$ cat src/rtl/layer24_train_sequencer_pkg.sv
// Shared types for the 24-neuron layer sequencer: layer value type, FSM
// state encoding and the absolute-difference helper used for the error sum.
package layer24_train_sequencer_pkg;

  typedef logic [7:0]         zero2one_t;
  typedef logic signed [15:0] frac_t;

  localparam int ZW          = $bits(zero2one_t);
  localparam int LAYER_WIDTH = 24;
  localparam int ERR_W       = ZW + 5;

  typedef enum logic [2:0] {
    IDLE   = 3'd0,
    LOAD   = 3'd1,
    INFER  = 3'd2,
    LEARN  = 3'd3,
    REPORT = 3'd4
  } seq_state_t;

  function automatic zero2one_t zero2one_absdiff(input zero2one_t a, input zero2one_t b);
    return (a > b) ? zero2one_t'(a - b) : zero2one_t'(b - a);
  endfunction

endpackage

$ cat src/rtl/layer24_train_sequencer_if.sv
// Sample stream, layer drive/capture and result stream of the sequencer.
// master = sequencer side, slave = environment (sample source, layer, result sink).
interface layer24_train_sequencer_if #(
  parameter int N = 16
);
  logic s_valid;
  logic s_ready;
  logic s_train;
  layer24_train_sequencer_pkg::zero2one_t [N-1:0] s_in;
  layer24_train_sequencer_pkg::zero2one_t [layer24_train_sequencer_pkg::LAYER_WIDTH-1:0] s_expected;

  layer24_train_sequencer_pkg::zero2one_t [N-1:0] layer_in;
  logic layer_valid;
  logic layer_learn;
  layer24_train_sequencer_pkg::zero2one_t [layer24_train_sequencer_pkg::LAYER_WIDTH-1:0] layer_expected_out;
  layer24_train_sequencer_pkg::zero2one_t [layer24_train_sequencer_pkg::LAYER_WIDTH-1:0] layer_out;

  logic r_valid;
  logic r_ready;
  layer24_train_sequencer_pkg::zero2one_t [layer24_train_sequencer_pkg::LAYER_WIDTH-1:0] r_out;
  logic [layer24_train_sequencer_pkg::ERR_W-1:0] r_error;

  logic [31:0] sample_count;
  logic        busy;

  modport master (
    input  s_valid, s_train, s_in, s_expected, layer_out, r_ready,
    output s_ready, layer_in, layer_valid, layer_learn, layer_expected_out,
           r_valid, r_out, r_error, sample_count, busy
  );

  modport slave (
    output s_valid, s_train, s_in, s_expected, layer_out, r_ready,
    input  s_ready, layer_in, layer_valid, layer_learn, layer_expected_out,
           r_valid, r_out, r_error, sample_count, busy
  );

endinterface

$ cat src/rtl/layer24_train_sequencer_sample_fifo.sv
// Small circular FIFO holding packed {train, in, expected} sample words.
// Occupancy is registered so full/empty never depend on this cycle's push/pop.
module sample_fifo #(
  parameter int DEPTH = 2,
  parameter int W     = 8
) (
  input  logic         clock,
  input  logic         reset,
  input  logic         push,
  input  logic [W-1:0] push_data,
  input  logic         pop,
  output logic [W-1:0] pop_data,
  output logic         empty,
  output logic         full
);

  localparam int PW = (DEPTH > 1) ? $clog2(DEPTH) : 1;

  logic [W-1:0]  mem_q [DEPTH];
  logic [W-1:0]  mem_d [DEPTH];
  logic [PW-1:0] wr_ptr_q, wr_ptr_d;
  logic [PW-1:0] rd_ptr_q, rd_ptr_d;
  logic [PW:0]   count_q, count_d;
  logic          do_push, do_pop;

  assign empty    = (count_q == '0);
  assign full     = (count_q == (PW+1)'(DEPTH));
  assign do_push  = push && !full;
  assign do_pop   = pop && !empty;
  assign pop_data = mem_q[rd_ptr_q];

  // DEPTH is a power of two, so pointer overflow is the modulo wrap
  always_comb begin
    mem_d    = mem_q;
    wr_ptr_d = wr_ptr_q;
    rd_ptr_d = rd_ptr_q;
    count_d  = count_q;
    if (do_push) begin
      mem_d[wr_ptr_q] = push_data;
      wr_ptr_d        = wr_ptr_q + PW'(1);
    end
    if (do_pop) begin
      rd_ptr_d = rd_ptr_q + PW'(1);
    end
    case ({do_push, do_pop})
      2'b10:   count_d = count_q + (PW+1)'(1);
      2'b01:   count_d = count_q - (PW+1)'(1);
      default: count_d = count_q;
    endcase
  end

  always_ff @(posedge clock) begin
    if (reset) begin
      wr_ptr_q <= '0;
      rd_ptr_q <= '0;
      count_q  <= '0;
    end else begin
      wr_ptr_q <= wr_ptr_d;
      rd_ptr_q <= rd_ptr_d;
      count_q  <= count_d;
    end
  end

  always_ff @(posedge clock) begin
    mem_q <= mem_d;
  end

endmodule

$ cat src/rtl/layer24_train_sequencer.sv
// Upstream driver for the 24-neuron learning layer: buffers samples, runs the
// inference and optional learn phases, and reports captured outputs plus |error| sum.
module layer24_train_sequencer
  import layer24_train_sequencer_pkg::*;
#(
  parameter int N            = 16,
  parameter int DEPTH        = 2,
  parameter int INFER_CYCLES = 2,
  parameter int LEARN_CYCLES = 1
) (
  input logic                       clock,
  input logic                       reset,
  layer24_train_sequencer_if.master bus
);

  localparam int WORD_W = 1 + (N + LAYER_WIDTH) * ZW;
  localparam int PH_W   = 16;

  localparam logic [2:0] ST_IDLE   = 3'(IDLE);
  localparam logic [2:0] ST_LOAD   = 3'(LOAD);
  localparam logic [2:0] ST_INFER  = 3'(INFER);
  localparam logic [2:0] ST_LEARN  = 3'(LEARN);
  localparam logic [2:0] ST_REPORT = 3'(REPORT);

  logic [2:0]                     state_q, state_d;
  logic [PH_W-1:0]                phase_q, phase_d;
  logic                           work_train_q, work_train_d;
  zero2one_t [N-1:0]              work_in_q, work_in_d;
  zero2one_t [LAYER_WIDTH-1:0]    work_exp_q, work_exp_d;
  zero2one_t [LAYER_WIDTH-1:0]    r_out_q, r_out_d;
  logic [ERR_W-1:0]               r_error_q, r_error_d;
  logic [31:0]                    count_q, count_d;

  logic              fifo_push, fifo_pop, fifo_empty, fifo_full;
  logic [WORD_W-1:0] fifo_wdata, fifo_rdata;

  function automatic logic [ERR_W-1:0] abs_err_sum(
    input zero2one_t [LAYER_WIDTH-1:0] got,
    input zero2one_t [LAYER_WIDTH-1:0] tgt
  );
    logic [ERR_W-1:0] acc;
    acc = '0;
    for (int i = 0; i < LAYER_WIDTH; i++) begin
      acc = acc + ERR_W'(zero2one_absdiff(got[i], tgt[i]));
    end
    return acc;
  endfunction

  assign fifo_push  = bus.s_valid && !fifo_full;
  assign fifo_wdata = {bus.s_train, bus.s_in, bus.s_expected};

  sample_fifo #(
    .DEPTH (DEPTH),
    .W     (WORD_W)
  ) u_fifo (
    .clock     (clock),
    .reset     (reset),
    .push      (fifo_push),
    .push_data (fifo_wdata),
    .pop       (fifo_pop),
    .pop_data  (fifo_rdata),
    .empty     (fifo_empty),
    .full      (fifo_full)
  );

  always_comb begin
    state_d      = state_q;
    phase_d      = phase_q;
    work_train_d = work_train_q;
    work_in_d    = work_in_q;
    work_exp_d   = work_exp_q;
    r_out_d      = r_out_q;
    r_error_d    = r_error_q;
    count_d      = count_q;
    fifo_pop     = 1'b0;

    case (state_q)
      ST_IDLE: begin
        if (!fifo_empty) begin
          fifo_pop = 1'b1;
          {work_train_d, work_in_d, work_exp_d} = fifo_rdata;
          state_d = ST_LOAD;
        end
      end
      ST_LOAD: begin
        phase_d = '0;
        state_d = ST_INFER;
      end
      ST_INFER: begin
        if (phase_q == PH_W'(INFER_CYCLES - 1)) begin
          r_out_d = bus.layer_out;
          phase_d = '0;
          state_d = work_train_q ? ST_LEARN : ST_REPORT;
        end else begin
          phase_d = phase_q + PH_W'(1);
        end
      end
      // r_out is not touched here: the result reports the pre-learn response
      ST_LEARN: begin
        if (phase_q == PH_W'(LEARN_CYCLES - 1)) begin
          phase_d = '0;
          state_d = ST_REPORT;
        end else begin
          phase_d = phase_q + PH_W'(1);
        end
      end
      ST_REPORT: begin
        if (bus.r_ready) begin
          count_d = count_q + 32'd1;
          state_d = ST_IDLE;
        end
      end
      default: state_d = ST_IDLE;
    endcase

    // Error is latched once, on entry to REPORT, from the value being captured
    if (state_d == ST_REPORT && state_q != ST_REPORT) begin
      r_error_d = abs_err_sum(r_out_d, work_exp_q);
    end
  end

  always_ff @(posedge clock) begin
    if (reset) begin
      state_q      <= ST_IDLE;
      phase_q      <= '0;
      work_train_q <= 1'b0;
      work_in_q    <= '0;
      work_exp_q   <= '0;
      r_out_q      <= '0;
      r_error_q    <= '0;
      count_q      <= '0;
    end else begin
      state_q      <= state_d;
      phase_q      <= phase_d;
      work_train_q <= work_train_d;
      work_in_q    <= work_in_d;
      work_exp_q   <= work_exp_d;
      r_out_q      <= r_out_d;
      r_error_q    <= r_error_d;
      count_q      <= count_d;
    end
  end

  assign bus.s_ready            = !fifo_full;
  assign bus.layer_in           = work_in_q;
  assign bus.layer_expected_out = work_exp_q;
  assign bus.layer_valid        = (state_q == ST_INFER) || (state_q == ST_LEARN);
  assign bus.layer_learn        = (state_q == ST_LEARN);
  assign bus.r_valid            = (state_q == ST_REPORT);
  assign bus.r_out              = r_out_q;
  assign bus.r_error            = r_error_q;
  assign bus.sample_count       = count_q;
  assign bus.busy               = (state_q != ST_IDLE) || !fifo_empty;

endmodule

$ cat src/flat_wrapper.sv
// flat-port wrapper written by rule: the top's interface ports become plain ports
module layer24_train_sequencer_flat import layer24_train_sequencer_pkg::*;
#(
  parameter int N            = 16,
  parameter int DEPTH        = 2,
  parameter int INFER_CYCLES = 2,
  parameter int LEARN_CYCLES = 1
)
  (clock, reset, bus_s_valid, bus_s_train, bus_s_in, bus_s_expected, bus_layer_out, bus_r_ready, bus_s_ready, bus_layer_in, bus_layer_valid, bus_layer_learn, bus_layer_expected_out, bus_r_valid, bus_r_out, bus_r_error, bus_sample_count, bus_busy);
  layer24_train_sequencer_if #(.N(N)) bus_i ();
  input logic clock;
  input logic reset;
  input wire logic [$bits(bus_i.s_valid)-1:0] bus_s_valid;
  input wire logic [$bits(bus_i.s_train)-1:0] bus_s_train;
  input wire logic [$bits(bus_i.s_in)-1:0] bus_s_in;
  input wire logic [$bits(bus_i.s_expected)-1:0] bus_s_expected;
  input wire logic [$bits(bus_i.layer_out)-1:0] bus_layer_out;
  input wire logic [$bits(bus_i.r_ready)-1:0] bus_r_ready;
  output wire logic [$bits(bus_i.s_ready)-1:0] bus_s_ready;
  output wire logic [$bits(bus_i.layer_in)-1:0] bus_layer_in;
  output wire logic [$bits(bus_i.layer_valid)-1:0] bus_layer_valid;
  output wire logic [$bits(bus_i.layer_learn)-1:0] bus_layer_learn;
  output wire logic [$bits(bus_i.layer_expected_out)-1:0] bus_layer_expected_out;
  output wire logic [$bits(bus_i.r_valid)-1:0] bus_r_valid;
  output wire logic [$bits(bus_i.r_out)-1:0] bus_r_out;
  output wire logic [$bits(bus_i.r_error)-1:0] bus_r_error;
  output wire logic [$bits(bus_i.sample_count)-1:0] bus_sample_count;
  output wire logic [$bits(bus_i.busy)-1:0] bus_busy;
  assign bus_i.s_valid = bus_s_valid;
  assign bus_i.s_train = bus_s_train;
  assign bus_i.s_in = bus_s_in;
  assign bus_i.s_expected = bus_s_expected;
  assign bus_i.layer_out = bus_layer_out;
  assign bus_i.r_ready = bus_r_ready;
  assign bus_s_ready = bus_i.s_ready;
  assign bus_layer_in = bus_i.layer_in;
  assign bus_layer_valid = bus_i.layer_valid;
  assign bus_layer_learn = bus_i.layer_learn;
  assign bus_layer_expected_out = bus_i.layer_expected_out;
  assign bus_r_valid = bus_i.r_valid;
  assign bus_r_out = bus_i.r_out;
  assign bus_r_error = bus_i.r_error;
  assign bus_sample_count = bus_i.sample_count;
  assign bus_busy = bus_i.busy;
  layer24_train_sequencer #(.N(N), .DEPTH(DEPTH), .INFER_CYCLES(INFER_CYCLES), .LEARN_CYCLES(LEARN_CYCLES)) u_core (.clock(clock), .reset(reset), .bus(bus_i));
endmodule
$ cat config.mk
export PLATFORM = sky130hd
export DESIGN_NAME = layer24_train_sequencer_flat
export DESIGN_NICKNAME = d
export VERILOG_FILES = /design/src/rtl/layer24_train_sequencer_pkg.sv /design/src/rtl/layer24_train_sequencer_if.sv /design/src/rtl/layer24_train_sequencer_sample_fifo.sv /design/src/rtl/layer24_train_sequencer.sv /design/src/flat_wrapper.sv
export SDC_FILE = /design/constraint.sdc
export NUM_CORES = 2
export LEC_CHECK = 0
export ABC_CLOCK_PERIOD_IN_PS = 19600
export CAP_MARGIN = 20
export CORE_AREA = 2 2 419 421
export CTS_BUF_LIST = sky130_fd_sc_hd__clkbuf_4
export DETAILED_ROUTE_END_ITERATION = 12
export DIE_AREA = 0 0 421 423
export PLACE_DENSITY = 0.6
export REMOVE_ABC_BUFFERS = 1
export SYNTH_ARGS = -nofsm -noshare
export SYNTH_HDL_FRONTEND = slang
export SYNTH_SLANG_ARGS = --single-unit
$ cat constraint.sdc
create_clock -name clock -period 19.6 [get_ports clock]
set_clock_uncertainty 0.1 [all_clocks]
set_input_delay 3.92 -clock clock [delete_from_list [all_inputs] [get_ports clock]]
set_output_delay 3.92 -clock clock [all_outputs]
set_load 0.005 [all_outputs]
# After elaboration in Yosys (flattened, before gate mapping)
# Cells that the tools add are included.
dict set report word_totals {
  register_bits 1223
  in_bits 517
  out_inout_bits 562
  wordCells 252
}
dict set report op_classes {
  addsub 77
  order_cmp 27
  eq_ne 10
  n_mux 44
  bitwise 3
  reduce_logical 17
}
# operator count
set op_table {}
lappend op_table {{two-way mux 321 bit} 4}
lappend op_table {{bitwise mux 642 bit} 1}
lappend op_table {{two-way mux 192 bit} 2}
lappend op_table {{subtractor 8 bit} 48}
lappend op_table {{demux 321 bit (select 1 bit)} 1}
lappend op_table {{adder 13 x 8 -> 13 bit} 22}
lappend op_table {{greater-than comparator 8 bit} 24}
lappend op_table {{two-way mux 8 bit} 24}
lappend op_table {{case mux 16 bit (3 select lines)} 1}
lappend op_table {{adder 32 x 1 -> 32 bit, second input constant} 1}
lappend op_table {{two-way mux 16 bit} 2}
lappend op_table {{adder 16 x 1 -> 16 bit, second input constant} 1}
lappend op_table {{== test 16 x 1 -> 1 bit, second input constant} 1}
lappend op_table {{zero test 16 bit} 1}
lappend op_table {{two-way mux 3 bit} 5}
lappend op_table {{case mux 3 bit (5 select lines)} 1}
lappend op_table {{adder 8 x 8 -> 9 bit} 1}
lappend op_table {{== test 3 x 2 -> 1 bit, second input constant} 2}
lappend op_table {{== test 3 bit, second input constant} 2}
lappend op_table {{nonzero test 3 bit} 2}
lappend op_table {{logical AND 1 bit} 5}
lappend op_table {{== test 2 bit, second input constant} 2}
lappend op_table {{greater-or-equal comparator 2 bit, second input constant} 2}
lappend op_table {{NOT 1 -> 2 bit} 2}
lappend op_table {{16 further kinds} 21}

# Longest topological paths before layout
dict set report logic_depth {
  word_depth 28
  ltp_mapped 42
  mapped_depth_nobuf 37
}

# Hierarchy
# From an unflattened synthesis, not the netlist that was laid out.
dict set report unflattened {
  hier_cells 5696
  area_unflattened_um2 63169.3
}
# module instances cells_per_inst area_each_um2
set by_module_without_submodules {}
lappend by_module_without_submodules {layer24_train_sequencer 1 4673 39731.9}
lappend by_module_without_submodules {sample_fifo 1 1023 23437.5}

# Worst setup path before layout
# No wires, ideal clock.
dict set report synth_timing {
  kind {input to register}
  startpoint {input port bus_s_valid}
  endpoint {register u_core.u_fifo.mem_q[321] (netlist bit), enable pin}
  setup_ns 1.010
  arrival_ns 17.300
  required_ns 18.490
  slack_ns 1.190
  stages 2
  path_cell_list {nand2_1 nor2_1}
}
dict set report synth_between {
  elab_chain_len 2
}
# element line
set synth_rtl {}
lappend synth_rtl {{from (decl)} flat_wrapper.sv:13} ;# input wire logic [$bits(bus_i.s_valid)-1:0] bus_s_valid;
lappend synth_rtl {{logical AND 1 bit} layer24_train_sequencer.sv:49} ;# assign fifo_push = bus.s_valid && !fifo_full;
lappend synth_rtl {{logical AND 1 bit} layer24_train_sequencer_sample_fifo.sv:28} ;# assign do_push = push && !full;
lappend synth_rtl {{to (signal assigned)} layer24_train_sequencer_sample_fifo.sv:65} ;# mem_q <= mem_d;
lappend synth_rtl {{to (decl)} layer24_train_sequencer_sample_fifo.sv:19} ;# logic [W-1:0] mem_q [DEPTH];
# Every way passes these cells.
# A chain may end at the register's enable or synchronous reset.

# Worst setup path after layout
dict set report layout_timing {
  startpoint {input port bus_layer_out[96]}
  endpoint {register u_core.r_error_q[12], in the netlist u_core.bus.r_error[12]}
}
dict set report layout_between {
  elab_chain_len 16
  elab_cells_between_ends 18
  classes_between {add/sub (14); order compare (1); mux (3)}
}
# element line
set layout_rtl {}
lappend layout_rtl {{from (decl)} flat_wrapper.sv:17} ;# input wire logic [$bits(bus_i.layer_out)-1:0] bus_layer_out;
lappend layout_rtl {{two-way mux 192 bit (*)} layer24_train_sequencer.sv:90} ;# if (phase_q == PH_W'(INFER_CYCLES - 1)) begin
lappend layout_rtl {{two-way mux 192 bit (*)} layer24_train_sequencer.sv:77} ;# case (state_q)
lappend layout_rtl {{subtractor 8 bit / greater-than comparator 8 bit (equally long branches)} layer24_train_sequencer_pkg.sv:21} ;# return (a > b) ? zero2one_t'(a - b) : zero2one_t'(b - a);
lappend layout_rtl {{two-way mux 8 bit (*)} layer24_train_sequencer_pkg.sv:21}
lappend layout_rtl {{adder 13 x 8 -> 13 bit (*) (12 in a row)} layer24_train_sequencer.sv:44} ;# acc = acc + ERR_W'(zero2one_absdiff(got[i], tgt[i]));
lappend layout_rtl {{to (signal assigned)} layer24_train_sequencer.sv:139} ;# r_error_q <= r_error_d;
lappend layout_rtl {{to (decl)} layer24_train_sequencer.sv:31} ;# logic [ERR_W-1:0] r_error_q, r_error_d;
# Every way passes the cells marked *; elsewhere a longest branch is shown, timed or not.

==> qor.txt <==
Nature of the critical path startpoint -> input pin
Top post-synthesis cells by area -> edfxtp_1 31%, dfxtp_1 19%, mux2i_1 9.5%
Root buffer cell -> clkbuf_4
GR Overflow Total -> 0
Seq/Total Area, Yosys -> 49.3%
Post-synth top flop -> edfxtp_1
Layout Nets -> 7886
Top cell type's share of synthesized area -> 30.7%
Final ANT Viol Nets -> 0
GRT Max-Usage Layer -> met2
Vias -> 45700
Clock-pin transition on the worst setup and hold timing paths -> 50 ps
Core area -> 0.173 mm²
Unique cell type count in the Yosys netlist -> 82
Die Y -> 423 µm
Min-delay worst type -> reg2reg
Hold Buf Count CTS -> 0
FF+latch count, synth -> 1223
Cts bufs inserted -> 345
Routed wire length -> 202 mm
Fraction of registers with async set/reset -> 0%
Vias in the first global route -> 46400
Initial drt markers -> 2114
H-tree depth -> 5
Worst slew pin tran -> 1160 ps
Commonest non-fill, non-tap cell in the layout -> clkdlybuf4s50_1
Hold Vio Cnt, Final -> 0
Status -> finished, final reports clean
Met1 Use GR -> 24.5%
Die Footprint -> 0.178 mm²
Crit path DAT -> 13360 ps
Final worst slack -> 7360 ps
Crit end category -> flop
Drt drc -> 0
Final Core Density -> 46.4%
Worst-Skew Late Latency -> 1390 ps
Routed wire per std cell -> 21.6 µm
Crit Path Max Fanout -> 11
Critical path data required time -> 20720 ps
First-pass GRT wire length -> 294 mm
Ratio of cells with drive above 1 in the final layout -> 10.6%
Most frequent cells in the layout -> 1077 x clkdlybuf4s50_1, 642 x edfxtp_1, 614 x inv_1, 593 x mux2i_1, 582 x nor2_1
GR Layer Usage met2 -> 39.2%
GRT Overall Usage -> 22.0%
Rel. slew slack -> 22.9%
Syn Inst Count -> 5505
Die X -> 421 µm
Post-CTS sizing -> 0
Area Overhead vs Synth -> 28.2%
Hold Path Stages -> 2
DRT Pass-1 Iters -> 5
FP Rows -> 153
Vias per cell -> 4.88
Synth Area per Inst -> 11.4 µm²
Clk buf depth -> 4
Min cycle time layout -> 12240 ps
CTS tree -> yes
I/O Buffers -> 1078
Place WS -> 5940 ps
Crit Path Class -> in2reg
Synthesized area -> 0.0627 mm²
RSZ-0062 raised after global routing -> no
Global placement routability congestion -> 0.872
CTS sink count -> 1223
Post-CTS Setup Inserts -> 0
Post-synth top area cell -> edfxtp_1
Slew Viols, Final -> 0
Yosys warnings -> 0
Post-DP HPWL -> 154 mm
Initial antenna violation count -> 32
Top Ports -> 1079
Tcrit/Tclk final -> 62.5%
Starting Density -> 36.2%
Largest net degree at the start of global routing -> 213
Reg2Reg Depth -> 33
Number of flops mapped to enable cells by yosys -> 642
Maximum capacitance violations -> 0
# setup viols final -> 0
Met3 GRT Util -> 6.89%
Max Fclk -> 81.7 MHz
Setup TNS -> 0 ps
==> final cells by class <==
cell class                 instances  area (µm²)
timing repair buffer            1159       11500
fill                           16100       92800
clock inverter                    75         408
tap                             2325        2910
multi-input combinational       3412       28300
clock buffer                     541        4060
sequential                      1223       30900
inverter                         614        2300
antenna                           23        57.6
==> registers in the layout, summed over array words and instances, names as in the netlist <==
signal / cells
u_core.bus.r_error: 13
u_core.bus.r_out: 192
u_core.u_fifo.count_q: 2
u_core.phase_q: 16
u_core.u_fifo.mem_q: 642
u_core.u_fifo.wr_ptr_q: 1
u_core.bus.layer_expected_out: 192
u_core.u_fifo.rd_ptr_q: 1
u_core.bus.layer_in: 128
u_core.work_train_q: 1
u_core.bus.sample_count: 32
u_core.state_q: 3
==> cell usage after synthesis, types with 15 or more instances <==
cell,count
xnor2_1,91
nor2b_1,22
inv_1,614
and2_1,17
ha_1,401
a211oi_1,361
nor3_1,18
nand2_1,175
nand3_1,56
o21ai_0,108
xor2_1,90
nand4_1,68
a21boi_0,15
o21bai_1,15
mux2_2,54
buf_6,19
clkbuf_1,134
a21o_1,63
buf_2,81
or3_1,21
edfxtp_1,642
a21oi_1,258
dfxtp_1,581
mux2i_1,594
nor2_1,583
fa_1,213
==> per-layer routing <==
| layer | up-vias | share of wire, % |
|---|---|---|
| met5 | - | 0.097 |
| met4 | 30 | 3.3 |
| met3 | 282 | 6.6 |
| met2 | 1269 | 51 |
| met1 | 22000 | 39 |
| li1 | 22100 | - |
==> per-stage QoR <==
stage / instances / hold slack, ps / area (µm²)
2_1_floorplan: 5249 / 335 / 61500
3_3_place_gp: 8730 / 343 / 75900
3_5_place_dp: 8730 / 349 / 75900
4_1_cts: 9346 / 357 / 80400
5_1_grt: 9366 / 388 / 80400
6_report: 9372 / 353 / 80500
==> path summary, 6_finish.rpt <==
check | start | end | slack, ps
max reg2reg | u_core.state_q[1] | u_core.bus.r_error[12] | 7550
min | u_core.bus.r_error[11] | u_core.bus.r_error[11] | 350
max | bus_layer_out[96] | u_core.bus.r_error[12] | 7360
min reg2reg | u_core.bus.r_error[11] | u_core.bus.r_error[11] | 350
==> worst max-delay path, stage by stage <==
cell and delay, ps:
clkdlybuf4s50_1 400, mux2i_1 580, ha_1 270, inv_1 60, fa_1 380, a21o_1 190, a21oi_1 200, o32ai_1 100
o21ai_1 770, mux2_2 440, a2111oi_0 560, nor3_1 210, fa_1 550, fa_1 510, inv_1 60, fa_1 540
fa_1 450, fa_1 530, fa_1 520, fa_1 550, inv_1 40, ha_1 340, o21ai_0 130, a21boi_0 360
nand2b_1 180, a31oi_1 130, o211ai_1 190, nor3b_1 180
==> logic make-up after synthesis <==
kind of cell	after synthesis	synth area share [%]
flip-flops	1223	49.3
AND/OR/NAND/NOR	1037	7.38
AO/OA/AOI/OAI	930	9.87
buffers and inverters	870	5.69
multiplexers	650	10.5
adder cells (fa/ha/maj)	614	14.8
XOR/XNOR	181	2.53
Power is not shown: default switching activity piles up to over one toggle a cycle in this logic, so the estimate is an artifact.
